<file path="config.mk">
export PLATFORM = sky130hd
export DESIGN_NAME = seven_segment_reader
export DESIGN_NICKNAME = d
export VERILOG_FILES = /design/src/rtl/seven_segment_reader.sv
export SDC_FILE = /design/constraint.sdc
export NUM_CORES = 1
export LEC_CHECK = 0
export CAP_MARGIN = 5
export CORE_MARGIN = 8
export CORE_UTILIZATION = 59
export CTS_CLUSTER_SIZE = 20
export DETAILED_ROUTE_END_ITERATION = 6
export HOLD_SLACK_MARGIN = 0.1
export PLACE_DENSITY = 0.82
export SLEW_MARGIN = 25
export SYNTH_ARGS = -nofsm -noshare
export SYNTH_HDL_FRONTEND = slang
export SYNTH_SLANG_ARGS = --single-unit
</file>
<file path="constraint.sdc">
create_clock -name clk -period 3.2 [get_ports clk]
set_input_delay 0.96 -clock clk [delete_from_list [all_inputs] [get_ports clk]]
set_output_delay 0.96 -clock clk [all_outputs]
set_load 0.005 [all_outputs]
</file>
<file path="src/rtl/seven_segment_reader.sv">
`default_nettype none
// ============================================================================
// Module      : seven_segment_reader
// Description : Recovers a 4-digit BCD frame from multiplexed seven-segment
//               lines using a stability filter and a COLLECT/PRESENT handshake.
//               Optional macro SEG_READER_BLANK_EN decodes 7'h00 as blank (4'hF).
// Revision    : 1.0 - initial release
// ============================================================================
module seven_segment_reader #(
    parameter int STABLE_CNT = 4
) (
    input  logic        clk,
    input  logic        rst_n,
    input  logic [6:0]  display,
    input  logic [3:0]  an,
    input  logic        sample_en,
    output logic [15:0] bcd_out,
    output logic        out_valid,
    input  logic        out_ready,
    output logic        err_code,
    output logic        err_ovf
);

    localparam logic [3:0] CNT_MAX = 4'(STABLE_CNT);
    localparam logic [3:0] CNT_PRE = 4'(STABLE_CNT - 1);

    typedef enum logic [0:0] {
        COLLECT = 1'b0,
        PRESENT = 1'b1
    } state_t;

    state_t      state;
    logic [3:0]  seen;
    logic [3:0]  cnt;
    logic [10:0] prev;
    logic [15:0] digits;

    logic        onehot;
    logic        qualified;
    logic        match;
    logic        accept;
    logic        dec_ok;
    logic [3:0]  dec_val;
    logic [1:0]  idx;
    logic [3:0]  seen_upd;
    logic [10:0] sample;

    assign sample    = {an, display};
    assign onehot    = (an != 4'd0) && ((an & (an - 4'd1)) == 4'd0);
    assign qualified = sample_en && onehot;
    assign match     = (sample == prev);
    // The run is accepted only on the single edge where the count reaches the
    // threshold; once saturated, cnt no longer equals CNT_PRE.
    assign accept    = qualified && match && (cnt == CNT_PRE);
    assign bcd_out   = digits;

    always_comb begin
        dec_ok  = 1'b1;
        dec_val = 4'h0;
        case (display)
            7'h7E:   dec_val = 4'd0;
            7'h30:   dec_val = 4'd1;
            7'h6D:   dec_val = 4'd2;
            7'h79:   dec_val = 4'd3;
            7'h33:   dec_val = 4'd4;
            7'h5B:   dec_val = 4'd5;
            7'h5F:   dec_val = 4'd6;
            7'h70:   dec_val = 4'd7;
            7'h7F:   dec_val = 4'd8;
            7'h7B:   dec_val = 4'd9;
`ifdef SEG_READER_BLANK_EN
            7'h00:   dec_val = 4'hF;
`endif
            default: dec_ok  = 1'b0;
        endcase
    end

    always_comb begin
        case (an)
            4'b0010: idx = 2'd1;
            4'b0100: idx = 2'd2;
            4'b1000: idx = 2'd3;
            default: idx = 2'd0;
        endcase
    end

    always_comb begin
        seen_upd      = seen;
        seen_upd[idx] = dec_ok;
    end

    always_ff @(posedge clk or negedge rst_n) begin
        if (!rst_n) begin
            state     <= COLLECT;
            seen      <= 4'd0;
            cnt       <= 4'd0;
            prev      <= 11'd0;
            digits    <= 16'd0;
            out_valid <= 1'b0;
            err_code  <= 1'b0;
            err_ovf   <= 1'b0;
        end else begin
            err_code <= 1'b0;
            err_ovf  <= 1'b0;

            // Stability filter runs regardless of the handshake state.
            if (sample_en) begin
                if (!qualified) begin
                    cnt <= 4'd0;
                end else begin
                    prev <= sample;
                    if (!match)
                        cnt <= 4'd1;
                    else if (cnt != CNT_MAX)
                        cnt <= cnt + 4'd1;
                end
            end

            case (state)
                COLLECT: begin
                    if (accept) begin
                        seen <= seen_upd;
                        if (dec_ok)
                            digits[{idx, 2'b00} +: 4] <= dec_val;
                        else
                            err_code <= 1'b1;
                        if (seen_upd == 4'hF) begin
                            state     <= PRESENT;
                            out_valid <= 1'b1;
                        end
                    end
                end
                PRESENT: begin
                    if (accept)
                        err_ovf <= 1'b1;
                    if (out_valid && out_ready) begin
                        state     <= COLLECT;
                        seen      <= 4'd0;
                        out_valid <= 1'b0;
                    end
                end
                default: begin
                    state     <= COLLECT;
                    seen      <= 4'd0;
                    out_valid <= 1'b0;
                end
            endcase
        end
    end

endmodule
`default_nettype wire

</file>
=== After elaboration in Yosys (flattened, before gate mapping) ===
Index checks and enable logic that the tools add are counted.

* Register bits: 39
* Latch bits: 0
* Memory bits (writable): 0
* Bits in read-only memories: 0
* Word-level logic and storage cells: 78
* Memories kept: 0

* Add/subtract/negate cells: 3
* Multiply operators: 0
* Div/mod/pow operators: 0
* $lt $le $gt $ge: 2
* Equality and inequality tests: 21
* Shift operators: 2
* Multiplexer cells: 26
* Bitwise logic cells: 2
* Reductions and logical operators: 14

{| class="wikitable"
|+ Operators with widths
! operator !! number
|-
| $eq 7x7->1 const B || 8
|-
| $pmux 4 s9 || 1
|-
| $mux 4 || 5
|-
| $bwmux 16 || 1
|-
| $shift 4x6->16 const A || 1
|-
| $shiftx 4x6->16 || 1
|-
| $eq 7x6->1 const B || 2
|-
| $mux 1 || 13
|-
| $eq 11x11->1 || 1
|-
| $reduce_or 10->1 || 1
|-
| $eq 4x2->1 const B || 2
|-
| $eq 4x4->1 const B || 2
|-
| $pmux 4 s2 || 1
|-
| $logic_and 1x1->1 || 6
|-
| $neg 4->6 || 1
|-
| $pmux 2 s3 || 1
|-
| $reduce_and 2->1 || 3
|-
| $reduce_and 3->1 || 2
|-
| $add 4x1->4 const B || 1
|-
| $and 4x4->4 || 1
|-
| $bwmux 4 || 1
|-
| $eq 4x3->1 const B || 1
|-
| $logic_not 4->1 || 1
|-
| $ne 2x2->1 const B || 2
|-
| 10 further kinds || 11
|}

=== Depth between registers and ports, before layout ===
Gate-level depths: netlist of run 1.

* Depth after elaboration: 11
* Mapped depth: 10
* Gate-level depth less buffers: 8

=== Least setup slack after synthesis of run 1 ===
Ideal clock, no wire load.

* Kind: input -> register
* Start: input an[3]
* End: register out_valid
* Setup time: 0.083 ns
* Arrival: 2.845 ns
* Required time: 3.117 ns
* Setup slack: 0.272 ns
* Stages on the path: 9
* Path buffers: 2
* Cell sequence: buf_2 > clkbuf_1 > xnor2_1 > nor3_1 > inv_1 > ha_1 > or4_1 > and3_2 > o21ai_0

* Cells in the longest elaborated chain, start to end: 10
* Elaborated cells between the ends (all ways): 23
* Those cells by class: 1 x add/sub; 2 x order compare; 7 x eq/ne; 4 x mux; 1 x bitwise; 8 x reduce/logical

{| class="wikitable"
|+ RTL lines
! item !! RTL line !! RTL
|-
| start: declaration || 15 || <nowiki>input logic [3:0] an,</nowiki>
|-
| $eq 4x4->1, or another cell as far along || 79 || <nowiki>case (an)</nowiki>
|-
| $pmux 2 s3 || 79 ||
|-
| $lt 2x3->1 (implied by the code) / $ge 2x1->1 (equally long branches) || 89 || <nowiki>seen_upd[idx] = dec_ok;</nowiki>
|-
| $logic_and 1x1->1 (implied by the code) || 89 ||
|-
| $mux 1 (implied by the code) || 89 ||
|-
| $demux 1 s2 || 89 ||
|-
| $bwmux 4 || 89 ||
|-
| $eq 4x4->1 || 127 || <nowiki>if (seen_upd == 4'hF) begin</nowiki>
|-
| $ne 2x2->1 (no line) || n/a ||
|-
| $reduce_and 3->1 (no line) * || n/a ||
|-
| end signal: assignment || 99 || <nowiki>out_valid <= 1'b0;</nowiki>
|-
| end signal: assignment || 129 || <nowiki>out_valid <= 1'b1;</nowiki>
|-
| end signal: assignment || 139 || <nowiki>out_valid <= 1'b0;</nowiki>
|-
| end: declaration || 18 || <nowiki>output logic out_valid,</nowiki>
|}

Every way passes the cells marked *; elsewhere a longest branch is shown, timed or not.
A chain may end at the register's enable or synchronous reset.

=== Worst setup path after layout of run 1 ===
* Start: input an[2]
* End: register digits[1] (netlist: bcd_out[1])

* Cells in the longest elaborated chain, start to end: 8
* Elaborated cells between the ends (all ways): 18
* Those cells by class: 2 x add/sub; 4 x eq/ne; 2 x shift; 2 x mux; 1 x bitwise; 7 x reduce/logical

{| class="wikitable"
|+ RTL lines
! item !! RTL line !! RTL
|-
| parallel branches: the longest is 8 deep, another holds $neg 4->6 || n/a ||
|-
| end signal: indexed assignment || 124 || <nowiki>digits[{idx, 2'b00} +: 4] <= dec_val;</nowiki>
|-
| end: declaration || 36 || <nowiki>logic [15:0] digits;</nowiki>
|}

Several ways; the timed one is not identified.

==> reports/metrics.yaml, run 1 <==
timing:
  finalHoldViolCount: 0
  rsz0062_at_grt: "no"
  finalSetupTns_ns: 0
  relSlewSlack: 0.438
  setup_violations: 0
  tightest_slew_ns: 0.843
  fin_crit_sh: 0.956
  max_freq_ghz: 0.327
  skew_ns: 0.0108
  slew_viol_final: 0
  period_needed_ns: 3.06
logic_synthesis:
  ys_ff_latch: 39
  syn-num-nets: 281
  synth_area_leader_cell: "dfrtp_1"
  synth_top_cell_area_share: 0.399
  syn_inst: 260
  yosysSeqAreaShare: 0.399
  ys_warn_count: 0
  syn-cell-area_sq_um: 2440
  synth_ff_type: "dfrtp_1"
  synth_edf_count: 0
  synth_area_leaders: "dfrtp_1, mux2i_1, nand2_1, a2111oi_4, xor2_1"
  syn_area_per_cell_sq_um: 9.40
  synth.distinct_cells: 51
  async_flop_share: 1.00
clock_network:
  clock_latency_ns: 0.29
  clock-root-buffer: "clkbuf_8"
  htreeDepth: 2
  cts_tree: "yes"
  cts-resized-gates: 0
  cts.sinks: 39
  clkTransAtPathRegs_ns: 0.07
  postCtsHoldBufs: 0
  cts_setup_buffers: 0
  cts_buffers: 5
  clockBufferDepth: 2
grt:
  antenna_found_initial: 0
  grt-ovfl-total: 0
  gr-usage-all-layers: 0.203
  grt_pass1_wl_um: 10400
  grt_max_degree: 40
  grt_pass1_vias: 2288
power_and_ir_drop:
  cellPowerDensity_nw_per_um2: 337
  finalPower_mw: 1.05
  p_leak_nw: 1.40
  peakVddDrop_v: 0.000275
final_layout:
  mostFrequentLayoutCell: "nand2_1"
  final_cell_mix: "nand2_1, dfrtp_1, buf_4"
  diodes: 0
  seqCellArea_sq_um: 976
  drive_gt1_frac: 0.182
  areaGrowthSynthToFinish_pct: 28.0
  fillers: 280
  nets: 346
  multiInputGateArea_sq_um: 1310
placement:
  place_hpwl_um: 4650
  place_congestion: 0.897
  portBuffers: 33
setup_path:
  critPathSlowestCell: "clkdlybuf4s50_1"
  start_kind: "input port"
  crit_type: "in2reg"
  crit_fanout: 11
  cp-end-kind: "flop"
  path_common_cell: "buf_4"
  cp_cell_sequence: "clkdlybuf4s50_1, or4b_1, o311ai_1, nand2_1, buf_4, a2111oi_4, buf_4, mux2i_1"
  path_buf_inv: 3
  cp.required_ns: 3.40
  critPathMaxStageDelay_ns: 0.58
  path_delay_family: "buffers and inverters"
  critPathArrivalTime_ns: 3.26
routing:
  vias: 2102
  wirelength_um: 6110
  drc: 0
  first_iter_violations: 136
  routedWlPerCell_um: 16.3
  first_pass_iters: 4
  vias_per_cell: 5.62
  antenna_left: 0
floorplanning:
  core_area_sq_um: 4000
  die_w_um: 80.4
  num_rows: 23
  die_area_sq_um: 6460
  ios: 34
  initial_core_util: 0.611
  die_height_um: 80.4
hold_path:
  hp-class: "reg2reg"
run:
  maxCapViolCount: 0
status:
  status: "finished clean"
final timing paths:
check / slack (ns) / from / endpoint / depth (start not counted)
hold / removal: 0.50 / prev[6]$_DFFE_PN0P_ / prev[6]$_DFFE_PN0P_ / 2
max in group asynchronous: 1.89 / rst_n / prev[4]$_DFFE_PN0P_ / 1
hold reg to reg: 0.50 / prev[6]$_DFFE_PN0P_ / prev[6]$_DFFE_PN0P_ / 2
setup reg to reg: 1.04 / prev[1]$_DFFE_PN0P_ / bcd_out[1]$_DFFE_PN0P_ / 7
setup / recovery: 0.14 / an[2] / bcd_out[1]$_DFFE_PN0P_ / 8
min in group asynchronous: 0.78 / rst_n / bcd_out[9]$_DFFE_PN0P_ / 1
per-stage QoR:
step / cell area [sq um] / setup WS (ns) / util / hold WS (ns) / std cells
global route: 3130 / 0.00926 / 0.782 / 0.520 / 374
global placement: 3040 / -0.0697 / 0.761 / 0.478 / 368
floorplan: 2440 / 0.272 / - / 0.466 / 260
finish: 3130 / 0.142 / 0.782 / 0.500 / 374
CTS: 3120 / 0.109 / 0.779 / 0.503 / 374
detailed placement: 3040 / -0.124 / 0.761 / 0.487 / 368
state kept, by name, indices dropped and copies added, names as in the netlist:
register	cells
bcd_out	16
prev	11
cnt	4
seen	4
err_code	1
err_ovf	1
out_valid	1
state	1
layout make-up:
cell class                      instances  share of cell area
Sequential cell                        39               0.312
Timing Repair Buffer                   72               0.198
Clock buffer                            6              0.0232
Multi-Input combinational cell        182               0.417
Inverter                               25              0.0300
Tap cell                               50              0.0200
synthesized netlist by cell type, types with 2 or more instances:
cell type and count:
mux2i_1 19, nor4_1 5, nand4_1 8, or4b_1 2
clkbuf_1 8, buf_6 3, nand3_1 6, a2111oi_4 4
o31ai_1 2, a21oi_1 2, dfrtp_1 39, inv_1 25
o22ai_1 2, and2_1 2, nand2_1 49, buf_2 2
xnor2_1 5, nor3_1 6, ha_1 6, and3_1 2
o21ai_0 12, and4_1 2, xor2_1 11, nor2_1 10
nand3b_1 2
kinds of logic after synthesis:
kind of cell / Yosys count / share of synthesized area
compound gates: 37 / 0.148
simple gates: 104 / 0.215
buf+inv: 39 / 0.0716
mux: 19 / 0.0778
flops: 39 / 0.399
xor+xnor: 16 / 0.0573
fa+ha+maj: 6 / 0.0307
power breakdown:
part,internal (mW),switching [mW]
logic,0.0913,0.113
clock network,0.145,0.157
registers,0.525,0.0234
total,0.761,0.293
worst min-delay path: stages, from the launching register on:
cell and delay [ns]:
dfrtp_1 0.36, nand2_1 0.05, nand2_1 0.06
per-layer routing:
metal | wire length (um) | track usage | part of all wire | vias up
met4 | 139 | 0.0945 | 0.023 | 0
met1 | 2580 | 0.236 | 0.42 | 1005
met2 | 3110 | 0.343 | 0.51 | 55
met3 | 280 | 0.0458 | 0.046 | 17
met5 | 0 | 0 | 0 | -
li1 | - | - | - | 1025
(Power assumes the default switching activity.)
==> run 2: changes to the inputs <==
CTS_CLUSTER_SIZE = 12   (was 20)
==> results of run 2 <==
No change in the layout: final DEF, timing and power equal those of run 1.
==> run 3: changes to the inputs <==
CORE_UTILIZATION = 61   (was 59)
DONT_BUFFER_PORTS = 1   (was not set)
PLACE_DENSITY = 0.74   (was 0.82)
==> run 3 against run 2 <==
Compared with the run above:
- maximum frequency grew 19%
- via count shrank 16%
- flip-flop and latch count is the same
- total power shrank 7.5%
- clock skew shrank 0.0047 ns
- clock-buffer cell count is the same
- utilization shrank 15 points
- worst hold slack lost 0.14 ns
- cell area shrank 20%
- sequential share of layout area grew 7.8 points
- critical path type unchanged
==> reports/metrics.yaml, run 3 (synthesis gave the netlist of run 1 again) <==
floorplanning:
  die_height_um: 79.3  # -1.3%
  die_w_um: 79.3  # -1.3%
  core_area_sq_um: 3940  # -1.4%
  initial_core_util: 0.620  # +0.00892
  die_area_sq_um: 6290  # -2.6%
  ios: 34  # unchanged
  num_rows: 23  # unchanged
timing:
  finalHoldViolCount: 0  # unchanged
  tightest_slew_ns: 0.612  # -0.231 ns
  rsz0062_at_grt: "no"
  period_needed_ns: 2.56  # -0.496 ns
  max_freq_ghz: 0.390  # +19%
  fin_crit_sh: 0.801  # -0.155
  skew_ns: 0.00616  # -0.00466 ns
  setup_violations: 0  # unchanged
  slew_viol_final: 0  # unchanged
  finalSetupTns_ns: 0  # unchanged
  relSlewSlack: 0.592  # +0.154
final_layout:
  fin_cells: 303  # -19%
  nets: 275  # -21%
  largest_reg_flops: 16  # unchanged
  multiInputGateArea_sq_um: 1290  # -0.96%
  mostFrequentLayoutCell: "nand2_1"
  drive_gt1_frac: 0.0711  # -0.111
  diodes: 0  # unchanged
  fillers: 325  # +16%
  areaGrowthSynthToFinish_pct: 2.51
  seqCellArea_sq_um: 976  # unchanged
  final_cell_mix: "nand2_1, dfrtp_1, inv_1"
clock_network:
  clockBufferDepth: 2  # unchanged
  cts-resized-gates: 0  # unchanged
  cts_setup_buffers: 0  # unchanged
  htreeDepth: 2  # unchanged
  postCtsHoldBufs: 0  # unchanged
  cts_tree: "yes"
  cts.sinks: 39  # unchanged
  clkTransAtPathRegs_ns: 0.07  # about the same
  clock-root-buffer: "clkbuf_8"
  cts_buffers: 5  # unchanged
  clock_latency_ns: 0.29  # about the same
setup_path:
  crit_fanout: 13  # +2
  crit_type: "in2reg"
  start_kind: "input port"
  rrSetupSlack_ns: 0.90  # -0.14 ns
  path_delay_family: "simple AND/OR/NAND/NOR gates"
  critPathArrivalTime_ns: 2.77  # -0.49 ns
  worstReg2RegStart: "prev[1]$_DFFE_PN0P_"
  critPathSlowestCell: "a2111oi_4"
  cp-end-kind: "flop"
  reg2reg_to: "bcd_out[10]$_DFFE_PN0P_"
  cp_cell_sequence: "or4b_1, o311ai_1, nand2_1, a2111oi_4, mux2i_1"
  critPathMaxStageDelay_ns: 0.59  # about the same
  r2r_cells: 5  # -2
  path_buf_inv: 0  # -3
  cp.required_ns: 3.41  # about the same
placement:
  dp.cells: 297  # -19%
  place_congestion: 0.826  # -8.0%
  place_hpwl_um: 3620  # -22%
  portBuffers: 0  # -100%
grt:
  grt_max_degree: 40  # unchanged
  grt-ovfl-total: 0  # unchanged
  antenna_found_initial: 0  # unchanged
  grt_pass1_wl_um: 8330  # -20%
  gr-usage-all-layers: 0.169  # -0.0338
  grt_pass1_vias: 1646  # -28%
routing:
  vias_per_cell: 5.83  # +3.8%
  vias: 1768  # -16%
  wirelength_um: 4960  # -19%
  antenna_left: 0  # unchanged
  first_iter_violations: 100  # -26%
  first_pass_iters: 4  # unchanged
  drc: 0  # unchanged
  routedWlPerCell_um: 16.4  # +0.11%
status:
  status: "finished clean"
run:
  maxCapViolCount: 0  # unchanged
hold_path:
  hp-class: "in2async"
power_and_ir_drop:
  peakVddDrop_v: 0.000255  # -7.5%
  cellPowerDensity_nw_per_um2: 389  # +16%
  p_leak_nw: 1.07  # -23%
## run 3: cell count changes in the layout (fill, tap and decap cells not counted)
cell | before | now
nor4_1 | 3 | 5
buf_4 | 39 | 1
nor4_2 | 2 | 0
clkdlybuf4s50_1 | 32 | 0
buf_2 | 1 | 0
## run 3: per-layer routing
metal,up-vias,part of all wire,GRT usage
met2,44,0.46,0.249
met1,829,0.46,0.225
li1,889,-,-
met5,-,0,0
met3,6,0.071,0.0553
met4,0,0.015,0.0630
## run 3: area by class of cell
class	instances	share of cell area
Clock buffer	6	0.0290
Tap cell	50	0.0250
Sequential cell	39	0.389
Timing Repair Buffer	1	0.00300
Inverter	25	0.0374
Multi-Input combinational cell	182	0.516
## run 3: power by group
group / internal (mW) / switching [mW] / leakage (nW) / total [mW]
combinational: 0.0550 / 0.0708 / 0.587 / 0.126
clock: 0.145 / 0.157 / 0.0371 / 0.303
sequential: 0.525 / 0.0227 / 0.444 / 0.547
total: 0.725 / 0.251 / 1.07 / 0.976
## run 3: worst max-delay path by stage
stage                from  slack, ns  depth (start not counted)                       to
floorplan           an[3]       0.27                          9    out_valid$_DFFE_PN0P_
global placement    an[2]       0.39                          5   bcd_out[8]$_DFFE_PN0P_
detailed placement  an[2]       0.33                          5  bcd_out[10]$_DFFE_PN0P_
CTS                 an[2]       0.64                          5  bcd_out[15]$_DFFE_PN0P_
global route        an[3]       0.50                          5   bcd_out[9]$_DFFE_PN0P_
finish              an[2]       0.64                          5  bcd_out[10]$_DFFE_PN0P_
## run 3: through the flow
stage	hold WS, ns	area [sq um]	setup slack, ns	power, mW	util
3_3_place_gp	0.478	2430	0.385	0.679	0.617
3_5_place_dp	0.483	2430	0.332	0.682	0.617
6_report	0.358	2510	0.638	0.976	0.636
4_1_cts	0.351	2510	0.638	0.987	0.636
5_1_grt	0.338	2510	0.502	1.03	0.636
2_1_floorplan	0.466	2440	0.272	0.671	-
